File: src/rtl/control_unit_multiciclo.sv
`default_nettype none
// ============================================================================
// Module      : control_unit_multiciclo
// Description : Multicycle control FSM for the ARM-subset core, with NZCV
//               flags, retired-instruction counter and memory wait timeout.
//               Define COND_EXEC_EN for full ARM condition evaluation.
// Revision    : 1.0 - initial release
// ============================================================================
module control_unit_multiciclo #(
    parameter int WAIT_MAX = 15,
    parameter int CNT_W    = 32
) (
    input  logic             clk,
    input  logic             rst_n,
    input  logic [3:0]       Cond,
    input  logic [1:0]       Op,
    input  logic             I,
    input  logic [3:0]       OpCode,
    input  logic             S,
    input  logic             L1,
    input  logic             L2,
    input  logic [3:0]       alu_flags,
    input  logic             mem_ready,
    output logic             mem_req,
    output logic             IRWrite,
    output logic             PCWrite,
    output logic             MemWrite,
    output logic             RegWrite,
    output logic             LinkWrite,
    output logic             AdrSrc,
    output logic             ALUSrcA,
    output logic [1:0]       ALUSrcB,
    output logic [1:0]       ResultSrc,
    output logic [1:0]       ALUControl,
    output logic [3:0]       flags,
    output logic [CNT_W-1:0] retired,
    output logic             illegal,
    output logic             fault
);

    localparam int WAIT_W = $clog2(WAIT_MAX + 1);

    localparam logic [3:0] c_OP_AND = 4'b0000;
    localparam logic [3:0] c_OP_SUB = 4'b0010;
    localparam logic [3:0] c_OP_ADD = 4'b0100;
    localparam logic [3:0] c_OP_CMP = 4'b1010;
    localparam logic [3:0] c_OP_ORR = 4'b1100;

    typedef enum logic [3:0] {
        S_IDLE     = 4'd0,
        S_FETCH    = 4'd1,
        S_DECODE   = 4'd2,
        S_EXEC     = 4'd3,
        S_ALUWB    = 4'd4,
        S_MEMADR   = 4'd5,
        S_MEMREAD  = 4'd6,
        S_MEMWB    = 4'd7,
        S_MEMWRITE = 4'd8,
        S_BRANCH   = 4'd9,
        S_FAULT    = 4'd10
    } state_t;

    state_t            state_q, state_d;
    logic [3:0]        flags_q, flags_d;
    logic [CNT_W-1:0]  retired_q, retired_d;
    logic [WAIT_W-1:0] wait_q, wait_d;

    logic              w_cond_pass;
    logic              w_stall;
    logic              w_is_cmp;
    logic [WAIT_W-1:0] w_wait_inc;

    assign flags      = flags_q;
    assign retired    = retired_q;
    assign w_is_cmp   = (OpCode == c_OP_CMP);
    assign w_wait_inc = wait_q + 1'b1;

`ifdef COND_EXEC_EN
    logic w_n, w_z, w_c, w_v;
    assign {w_n, w_z, w_c, w_v} = flags_q;

    always_comb begin
        case (Cond)
            4'b0000: w_cond_pass = w_z;
            4'b0001: w_cond_pass = !w_z;
            4'b0010: w_cond_pass = w_c;
            4'b0011: w_cond_pass = !w_c;
            4'b0100: w_cond_pass = w_n;
            4'b0101: w_cond_pass = !w_n;
            4'b0110: w_cond_pass = w_v;
            4'b0111: w_cond_pass = !w_v;
            4'b1000: w_cond_pass = w_c && !w_z;
            4'b1001: w_cond_pass = !w_c || w_z;
            4'b1010: w_cond_pass = (w_n == w_v);
            4'b1011: w_cond_pass = (w_n != w_v);
            4'b1100: w_cond_pass = !w_z && (w_n == w_v);
            4'b1101: w_cond_pass = w_z || (w_n != w_v);
            4'b1110: w_cond_pass = 1'b1;
            default: w_cond_pass = 1'b0;
        endcase
    end
`else
    logic w_unused_cond;
    assign w_unused_cond = ^Cond;
    assign w_cond_pass   = 1'b1;
`endif

    always_ff @(posedge clk) begin
        if (!rst_n) begin
            state_q   <= S_IDLE;
            flags_q   <= '0;
            retired_q <= '0;
            wait_q    <= '0;
        end else begin
            state_q   <= state_d;
            flags_q   <= flags_d;
            retired_q <= retired_d;
            wait_q    <= wait_d;
        end
    end

    always_comb begin
        state_d    = state_q;
        flags_d    = flags_q;
        retired_d  = retired_q;
        wait_d     = '0;
        w_stall    = 1'b0;
        mem_req    = 1'b0;
        IRWrite    = 1'b0;
        PCWrite    = 1'b0;
        MemWrite   = 1'b0;
        RegWrite   = 1'b0;
        LinkWrite  = 1'b0;
        AdrSrc     = 1'b0;
        ALUSrcA    = 1'b0;
        ALUSrcB    = 2'b00;
        ResultSrc  = 2'b00;
        ALUControl = 2'b00;
        illegal    = 1'b0;
        fault      = 1'b0;

        case (state_q)
            S_IDLE: state_d = S_FETCH;
            S_FETCH: begin
                mem_req   = 1'b1;
                ALUSrcA   = 1'b1;
                ALUSrcB   = 2'b10;
                ResultSrc = 2'b10;
                if (mem_ready) begin
                    IRWrite = 1'b1;
                    PCWrite = 1'b1;
                    state_d = S_DECODE;
                end else begin
                    w_stall = 1'b1;
                end
            end
            S_DECODE: begin
                if (!w_cond_pass) begin
                    state_d = S_FETCH;
                end else begin
                    case (Op)
                        2'b00:   state_d = S_EXEC;
                        2'b01:   state_d = S_MEMADR;
                        2'b10:   state_d = S_BRANCH;
                        default: begin
                            illegal = 1'b1;
                            state_d = S_FETCH;
                        end
                    endcase
                end
            end
            S_EXEC: begin
                ALUSrcB = I ? 2'b01 : 2'b00;
                state_d = S_ALUWB;
                case (OpCode)
                    c_OP_ADD: ALUControl = 2'b00;
                    c_OP_SUB: ALUControl = 2'b01;
                    c_OP_AND: ALUControl = 2'b10;
                    c_OP_ORR: ALUControl = 2'b11;
                    c_OP_CMP: ALUControl = 2'b01;
                    default: begin
                        illegal = 1'b1;
                        state_d = S_FETCH;
                    end
                endcase
            end
            S_ALUWB: begin
                RegWrite  = !w_is_cmp;
                ResultSrc = 2'b00;
                if (S || w_is_cmp) begin
                    flags_d = alu_flags;
                end
                retired_d = retired_q + 1'b1;
                state_d   = S_FETCH;
            end
            S_MEMADR: begin
                ALUSrcB = 2'b01;
                state_d = L1 ? S_MEMREAD : S_MEMWRITE;
            end
            S_MEMREAD: begin
                mem_req = 1'b1;
                AdrSrc  = 1'b1;
                if (mem_ready) begin
                    state_d = S_MEMWB;
                end else begin
                    w_stall = 1'b1;
                end
            end
            S_MEMWB: begin
                RegWrite  = 1'b1;
                ResultSrc = 2'b01;
                retired_d = retired_q + 1'b1;
                state_d   = S_FETCH;
            end
            S_MEMWRITE: begin
                mem_req  = 1'b1;
                AdrSrc   = 1'b1;
                MemWrite = 1'b1;
                if (mem_ready) begin
                    retired_d = retired_q + 1'b1;
                    state_d   = S_FETCH;
                end else begin
                    w_stall = 1'b1;
                end
            end
            S_BRANCH: begin
                PCWrite   = 1'b1;
                LinkWrite = L2;
                ALUSrcB   = 2'b01;
                ResultSrc = 2'b10;
                retired_d = retired_q + 1'b1;
                state_d   = S_FETCH;
            end
            S_FAULT: fault = 1'b1;
            default: state_d = S_IDLE;
        endcase

        // A stalled access keeps its state, so only stalls carry the count forward.
        if (w_stall) begin
            if (w_wait_inc == WAIT_W'(WAIT_MAX)) begin
                state_d = S_FAULT;
            end else begin
                wait_d = w_wait_inc;
            end
        end

        // The cycle that is being reset must not leave half an instruction behind.
        if (!rst_n) begin
            mem_req   = 1'b0;
            IRWrite   = 1'b0;
            PCWrite   = 1'b0;
            MemWrite  = 1'b0;
            RegWrite  = 1'b0;
            LinkWrite = 1'b0;
            illegal   = 1'b0;
        end
    end

endmodule
`default_nettype wire

File: config.mk
export PLATFORM = sky130hd
export DESIGN_NAME = control_unit_multiciclo
export DESIGN_NICKNAME = d
export VERILOG_FILES = /design/src/rtl/control_unit_multiciclo.sv
export SDC_FILE = /design/constraint.sdc
export NUM_CORES = 1
export LEC_CHECK = 0
export ABC_CLOCK_PERIOD_IN_PS = 1700
export CAP_MARGIN = 20
export CORE_MARGIN = 5
export CORE_UTILIZATION = 44
export DETAILED_ROUTE_END_ITERATION = 6
export PLACE_DENSITY = 0.77
export SLEW_MARGIN = 30
export SYNTH_ARGS = -nofsm -noshare
export SYNTH_HDL_FRONTEND = slang
export SYNTH_SLANG_ARGS = --single-unit
File: constraint.sdc
create_clock -name clk -period 1.7 [get_ports clk]
set_clock_uncertainty 0.1 [all_clocks]
set_input_delay 0.34 -clock clk [delete_from_list [all_inputs] [get_ports clk]]
set_output_delay 0.34 -clock clk [all_outputs]
set_load 0.05 [all_outputs]
* After elaboration in Yosys (flattened, before gate mapping)
Cells that the tools add are included.
** Storage, ports and cells
- Register bits after elaboration :: 44
- Output and inout port bits :: 52
- Word-level logic and storage cells :: 82
** Cells by class
- Add/sub/neg operators :: 2
- Equal/unequal tests :: 18
- Muxes and demuxes :: 38
- Bitwise logic cells :: 2
- Reductions and logical operators :: 18
** Operator list (number)
- $pmux 32 s2 :: 1
- $add 32x1->32 const B :: 1
- $mux 32 :: 1
- $pmux 4 s8 :: 1
- $eq 4x4->1 const B :: 6
- $mux 4 :: 6
- $eq 4x3->1 const B :: 5
- $mux 1 :: 20
- $eq 4x2->1 const B :: 3
- $pmux 2 s3 :: 2
- $pmux 4 s3 :: 1
- $reduce_or 3->1 :: 4
- $logic_not 4->1 :: 2
- $reduce_or 2->1 :: 4
- $pmux 1 s2 :: 3
- $reduce_or 5->1 :: 1
- $add 4x1->4 const B :: 1
- $eq 4x1->1 const B :: 1
- $pmux 2 s2 :: 1
- $reduce_and 2->1 :: 2
- $reduce_or 4->1 :: 1
- $mux 3 :: 1
- $eq 2x1->1 const B :: 1
- $eq 2x2->1 const B :: 1
- 7 further kinds :: 8

* Logic depth before layout (Yosys ltp)
- Depth in word-level cells :: 6
- Depth in mapped cells :: 7

* Least setup slack after synthesis
OpenSTA, ideal clock, no wires.
- Kind :: reg2out
- From :: register state_q[0]
- To :: output PCWrite
- Arrival :: 3.333 ns
- Data required time :: 1.260 ns
- Path slack :: -2.073 ns
- Cell stages (with the launch flop) :: 4
- Cell sequence :: dfxtp_1 > clkbuf_1 > nand2b_1 > a2111oi_0
** On the way
- Word-level cells in the longest chain between the ends :: 3
- Elaborated cells on any way between the ends :: 4
- Classes of those cells :: eq/ne (2); mux (2)
** RTL lines
- start: declaration :: RTL line 63 : state_t state_q, state_d;
- start signal: assignment :: RTL line 115 : state_q <= state_d;
- $eq 4x4->1 / $eq 4x1->1 (equally long branches) :: RTL line 142 : case (state_q)
- $pmux 1 s2 (*) :: RTL line 142
- $mux 1 (*) :: RTL line 248 : if (!rst_n) begin
- end: declaration :: RTL line 26 : output logic PCWrite,
Every way passes the cells marked *; elsewhere a longest branch is shown, timed or not.

* Worst setup path in the final report
- From :: register state_q[1]
- To :: register retired_q[8] (netlist: retired[8])
** On the way
- Word-level cells in the longest chain between the ends :: 4
- Elaborated cells on any way between the ends :: 9
- Classes of those cells :: eq/ne (5); mux (1); reduce/logical (3)
** RTL lines
- $eq 4x3->1 / $eq 4x4->1 (equally long branches) :: RTL line 142
- $reduce_or 3->1 (no line)
- $reduce_bool 2->1 (no line)
- $reduce_and 2->1 (no line)
- end signal: assignment :: RTL line 117 : retired_q <= retired_d;
- end: declaration :: RTL line 65 : logic [CNT_W-1:0] retired_q, retired_d;
Parallel ways exist; a longest one is shown, timed or not.
A chain may end at the register's enable or synchronous reset.

==> impl_metrics.env <==
export IMPL_status="finished, violations left"
export IMPL_violations="negative setup slack"
export IMPL_overflow=0
export IMPL_crit_buf_inv=3
export IMPL_synth_edf_count=0
export IMPL_synth_xor_area_share_pct=1.29
export IMPL_fp_dieH_um=88.6
export IMPL_nNetsFinal=492
export IMPL_cts_buffer_depth=2
export IMPL_ys_ff_latch=44
export IMPL_ant_nets=0
export IMPL_cts_num_sinks=44
export IMPL_synth_mux_area_share_pct=6.30
export IMPL_drtPass1Iterations=6
export IMPL_pwr_share_comb_pct=21.9
export IMPL_critPathCaptureType="register"
export IMPL_clkPwrFrac_pct=31.0
export IMPL_die_area_um2=7850
export IMPL_synth_ff_type="dfxtp_1"
export IMPL_maxCapViolCount=0
export IMPL_ys_seq_area_share_pct=32.4
export IMPL_path_max_fanout=5
export IMPL_clk_pin_slew_worst_paths_ns=0.09
export IMPL_power_frac_seq_pct=47.1
export IMPL_hold_path_class="register to register"
export IMPL_htree_levels=2
export IMPL_grt_pass1_wl_um=15100
export IMPL_synth_distinct_cells=54
export IMPL_place_gp_congestion=0.812
export IMPL_core_area_um2=5960
export IMPL_ios=73
export IMPL_netlist_instances=328
export IMPL_p_leak_uw=0.00196
export IMPL_numCtsBuffers=5
export IMPL_rows=28
export IMPL_yosysWarnings=0
export IMPL_synth_top_family_by_area="simple AND/OR/NAND/NOR gates"
export IMPL_slowest_delay_ns=0.58
export IMPL_instances_no_fill=544
export IMPL_synthTopCellsByArea="dfxtp_1 32%, mux2i_1 5.9%, o31ai_1 4.7%"
export IMPL_slew_headroom_pct=58.2
export IMPL_timing_worst_setup_path_type="register to register"
export IMPL_drc=0
export IMPL_critPathLaunchType="register"
export IMPL_antenna_found_initial=0
export IMPL_power_share_switching_pct=30.4
export IMPL_period_share_pct=131
export IMPL_drt_initial_drc_count=233
export IMPL_dieWidth_um=88.6
export IMPL_critical_path_top_delay_family="compound AO/OA/AOI/OAI gates"
export IMPL_syn_area_um2=2720
export IMPL_cts_root_buf="clkbuf_8"
export IMPL_rsz0062_at_grt="true"
export IMPL_grt_total_usage_pct=24.3
export IMPL_crit_path_cell_trace="buf_4, and2b_2, a2111oi_4, buf_6, clkbuf_16, o31ai_1, a21oi_1"
export IMPL_crit_arrival_ns=2.35
export IMPL_finalHoldViolCount=0
export IMPL_place_inst=522
export IMPL_drive_above_1_share_pct=52.2
export IMPL_synthToLayoutAreaGrowth_pct=88.7
export IMPL_whs_ns=0.400
export IMPL_setup_ws_ns=-0.532
export IMPL_syn_nets=352
export IMPL_hold_buffers=0
export IMPL_timing_fmax_ghz=0.448
export IMPL_syn_area_per_cell_um2=8.29
export IMPL_vdd_drop_max_mv=0.498
export IMPL_routed_wl_um=12100
export IMPL_antenna_cells=0
export IMPL_synth_compound_area_share_pct=16.3
export IMPL_synthAdderAreaFrac_pct=1.38
export IMPL_final_min_clock_period_ns=2.23
export IMPL_post_synth_top_area_cell="dfxtp_1"
export IMPL_wire_per_inst_um=22.2
export IMPL_pwr_density_cell_nw_per_um2=424
export IMPL_p_sw_uw=662
export IMPL_viasPerCell=6.44
export IMPL_via_count=3501
export IMPL_tightest_slew_ns=0.621
export IMPL_netlist_area_leader_share_pct=32.4
export IMPL_crit_required_ns=1.82
export IMPL_cpMaxStageDelayCell="a2111oi_4"
export IMPL_synthArstFlopShare_pct=0
export IMPL_portBuffers=68
export IMPL_grt_pass1_vias=3236
export IMPL_dpl_hpwl_um=6560
export IMPL_initial_utilization_pct=45.7
export IMPL_worstSkewPairLatency_ns=0.31
export IMPL_setup_viol=56
export IMPL_finalMaxSlewViolations=0
export IMPL_p_int_uw=1520
export IMPL_grt_max_degree=43
export IMPL_yosys_area_share_simple_pct=35.5
export IMPL_cts_tree="yes"
worst paths after layout:
| path | from | end | slack [ns] | cells past startpoint |
|---|---|---|---|---|
| setup / recovery | state_q[1]$_SDFF_PN0_ | retired[8]$_SDFFE_PN0P_ | -0.53 | 7 |
| hold / removal | retired[16]$_SDFFE_PN0P_ | retired[16]$_SDFFE_PN0P_ | 0.40 | 2 |
| setup reg to reg | state_q[1]$_SDFF_PN0_ | retired[8]$_SDFFE_PN0P_ | -0.53 | 7 |
| hold reg to reg | retired[16]$_SDFFE_PN0P_ | retired[16]$_SDFFE_PN0P_ | 0.40 | 2 |
synth_stat cells (2+ instances only):
cell and count:
nand2b_1 16, buf_2 2, o22ai_1 3, o21ai_0 3, or4b_2 2, mux2i_1 16, nand4_1 13, o21ai_1 5
inv_1 10, nand3_1 13, ha_1 3, or4_1 16, buf_6 5, buf_1 3, nor2_1 21, and4_1 6
or3_1 6, a211oi_1 4, a21oi_1 25, nor3_1 8, and2b_1 2, nor3b_1 2, dfxtp_1 44, and3_1 4
nor4bb_1 2, buf_4 4, and2_1 5, nor4_1 11, xor2_1 3, o31ai_1 17, nand2_1 21, clkbuf_1 11
logic make-up (layout without fill, tap and decap cells):
group / Yosys count / after routing
AO/OA/AOI/OAI: 67 / 67
XOR/XNOR: 4 / 4
adder cells (fa/ha/maj): 3 / 3
buffers and inverters: 35 / 176
flip-flops: 44 / 44
multiplexers: 17 / 17
AND/OR/NAND/NOR: 158 / 158
state kept, by name (all words and copies together) (netlist names):
| signal | cells |
|---|---|
| flags | 4 |
| retired | 32 |
| state_q | 4 |
| wait_q | 4 |
placed cells by master, fill, tap and decap left out, types with 4 or more instances in the layout:
cell type	Yosys	routed
clkdlybuf4s50_1	0	11
o31ai_1	17	15
nor4_2	0	6
nor3_4	0	4
nand2b_4	0	4
and4_1	6	6
buf_6	5	16
dfxtp_2	0	9
dfxtp_4	0	18
nor2_1	21	10
or3_1	6	5
clkbuf_16	0	4
o21ai_1	5	4
clkbuf_8	0	5
mux2i_1	16	16
or4_1	16	13
nand4_1	13	13
dfxtp_1	44	17
and2_1	5	5
nor4_4	0	5
nand3_1	13	11
a21oi_1	25	23
nor2_4	0	8
buf_4	4	80
nand2b_1	16	12
buf_12	0	41
inv_1	10	9
nand2_1	21	19
power groups by stage:
stage | registers [uW] | clock network (uW) | logic [uW]
floorplan | 1050 | 0 | 206
global placement | 1050 | 0 | 374
detailed placement | 1050 | 0 | 384
CTS | 1020 | 642 | 422
global route | 1030 | 722 | 493
finish | 1030 | 675 | 476
metrics by stage:
step	setup WS [ns]	TNS [ns]	area [um2]	power, uW	utilization, %
3_3_place_gp	-0.524	-18.71	4570	1430	76.7
5_1_grt	-0.570	-23.01	5130	2240	86.2
2_1_floorplan	-0.408	-7.09	3050	1260	-
3_5_place_dp	-0.591	-21.41	4570	1440	76.7
4_1_cts	-0.373	-10.89	4860	2090	81.7
6_report	-0.532	-20.39	5130	2180	86.2
worst reg2reg max path, cell delays in order, from the launching register on:
cell and delay [ns]:
dfxtp_4 0.40, buf_4 0.15, and2b_2 0.26, a2111oi_4 0.58, buf_6 0.22, clkbuf_16 0.15, o31ai_1 0.09, a21oi_1 0.20
layer usage:
layer,track usage (%),vias up,part of all wire [%]
met5,0,-,0
li1,-,1525,-
met3,4.10,68,6.8
met4,9.34,0,4.7
met1,28.5,1684,37
met2,44.0,224,51
area by class of cell:
| cell class | instances | area, um2 |
|---|---|---|
| fill | 276 | 822 |
| sequential | 44 | 960 |
| clock buffer | 5 | 68.8 |
| timing repair buffer | 158 | 1860 |
| multi-input combinational | 249 | 2100 |
| inverter | 10 | 37.5 |
| clock inverter | 3 | 13.8 |
| tap | 75 | 93.8 |
what timing repair did:
action                                  CTS  global route
cloned                                    0             6
gates resized for setup                  49            34
endpoints found under the setup margin   59            60
setup buffers                             6             6
pin swaps                                19            12
Note: power is estimated with default switching activity, not from simulation.
==> patch: new RTL, same settings <==
Add a define of `COND_EXEC_EN`.
--- a/src/rtl/control_unit_multiciclo.sv
+++ b/src/rtl/control_unit_multiciclo.sv
@@ -7,4 +7,6 @@
 // Revision    : 1.0 - initial release
 // ============================================================================
+`define COND_EXEC_EN
+
 module control_unit_multiciclo #(
     parameter int WAIT_MAX = 15,
Behaviour: not the same (Yosys sat finds a counterexample within 4 cycles, from zero or initial values and one cycle with rst_n low).
==> patch against the unedited design <==
- the flow now stops in 5_1_grt
- synthesized area is 2.2% lower
==> patch: results (changes against the unedited design) <==
metric,value,unit,change
Synth cell types,59,,was 54
CTS Buffer Depth,2,,unchanged
sequential element share of the synthesized area,33.1,%,was 32.4%
Placed Area,4770,um2,was 4570 um2
"top cells by area, synth","dfxtp_1 33%, a21oi_1 4.7%, o31ai_1 4.0%, xor2_1 4.0%, or4_1 3.7%",,"was dfxtp_1 32%, mux2i_1 5.9%, o31ai_1 4.7%, a21oi_1 4.6%, or4_1 4.4%"
CTS Buf Count,5,,unchanged
failing step,5_1_grt,,
Err,"[ERROR DPL-0038] Utilization greater than 100%, impossible to legalize",,
post-synth net total,352,,unchanged
Post-synth top cells,"44 x dfxtp_1, 25 x a21oi_1, 25 x nor2_1",,"was 44 x dfxtp_1, 25 x a21oi_1, 21 x nand2_1, 21 x nor2_1, 17 x o31ai_1"
port buffer count,72,,was 68
largest net degree at the start of global routing,32,,
H-Tree Depth,2,,unchanged
CTS Sinks,44,,unchanged
Ys Warns,0,,unchanged
# rows,28,,unchanged
"Async S/R FF share, synth",0,%,unchanged
GP Congestion,0.900,,was 0.812
status,aborted with a tool error,,"was complete, but fails checks"
worst-path endpoint after global-route repair_timing,illegal,,
Worst End Pin Type,output port,,
CTS Root Cell,clkbuf_8,,unchanged
dpl hpwl,6.55,mm,was 6.56 mm
-- patch: cell types whose count changed after synthesis, moves of 5 or more --
| cell | change |
|---|---|
| buf_6 | -5 |
| clkbuf_1 | +6 |
| mux2i_1 | -10 |
| nand2b_1 | -8 |
| nand4_1 | -11 |
| nor2b_1 | +6 |
| nor4_1 | -10 |
| o2111ai_1 | +6 |
| o211ai_1 | +6 |
| o21ai_0 | +10 |
| xnor2_1 | +5 |
| xor2_1 | +9 |
-- patch: kinds of logic after synthesis --
| logic type | count (synthesis) | synth area share (%) |
|---|---|---|
| AOI/OAI and AO/OA | 94 | 24.6 |
| xor gates and xnor gates | 18 | 5.93 |
| adders and majority gates | 3 | 1.41 |
| buffers and inverters | 31 | 4.61 |
| DFF | 44 | 33.1 |
| muxes | 7 | 2.68 |
| and+or+nand+nor | 131 | 27.7 |
-- patch: per-stage QoR --
step	setup slack, ns	hold slack, ns	instances
after CTS	-0.583	0.397	597
after floorplan	-0.394	0.341	328
after global placement	-0.811	0.356	547
after detailed placement	-0.934	0.378	547
-- patch: what timing repair did --
item                                    in CTS
endpoints found under the setup margin      60
resized for setup                          122
pin swaps                                   41
cloned                                       4
buffers inserted                            39
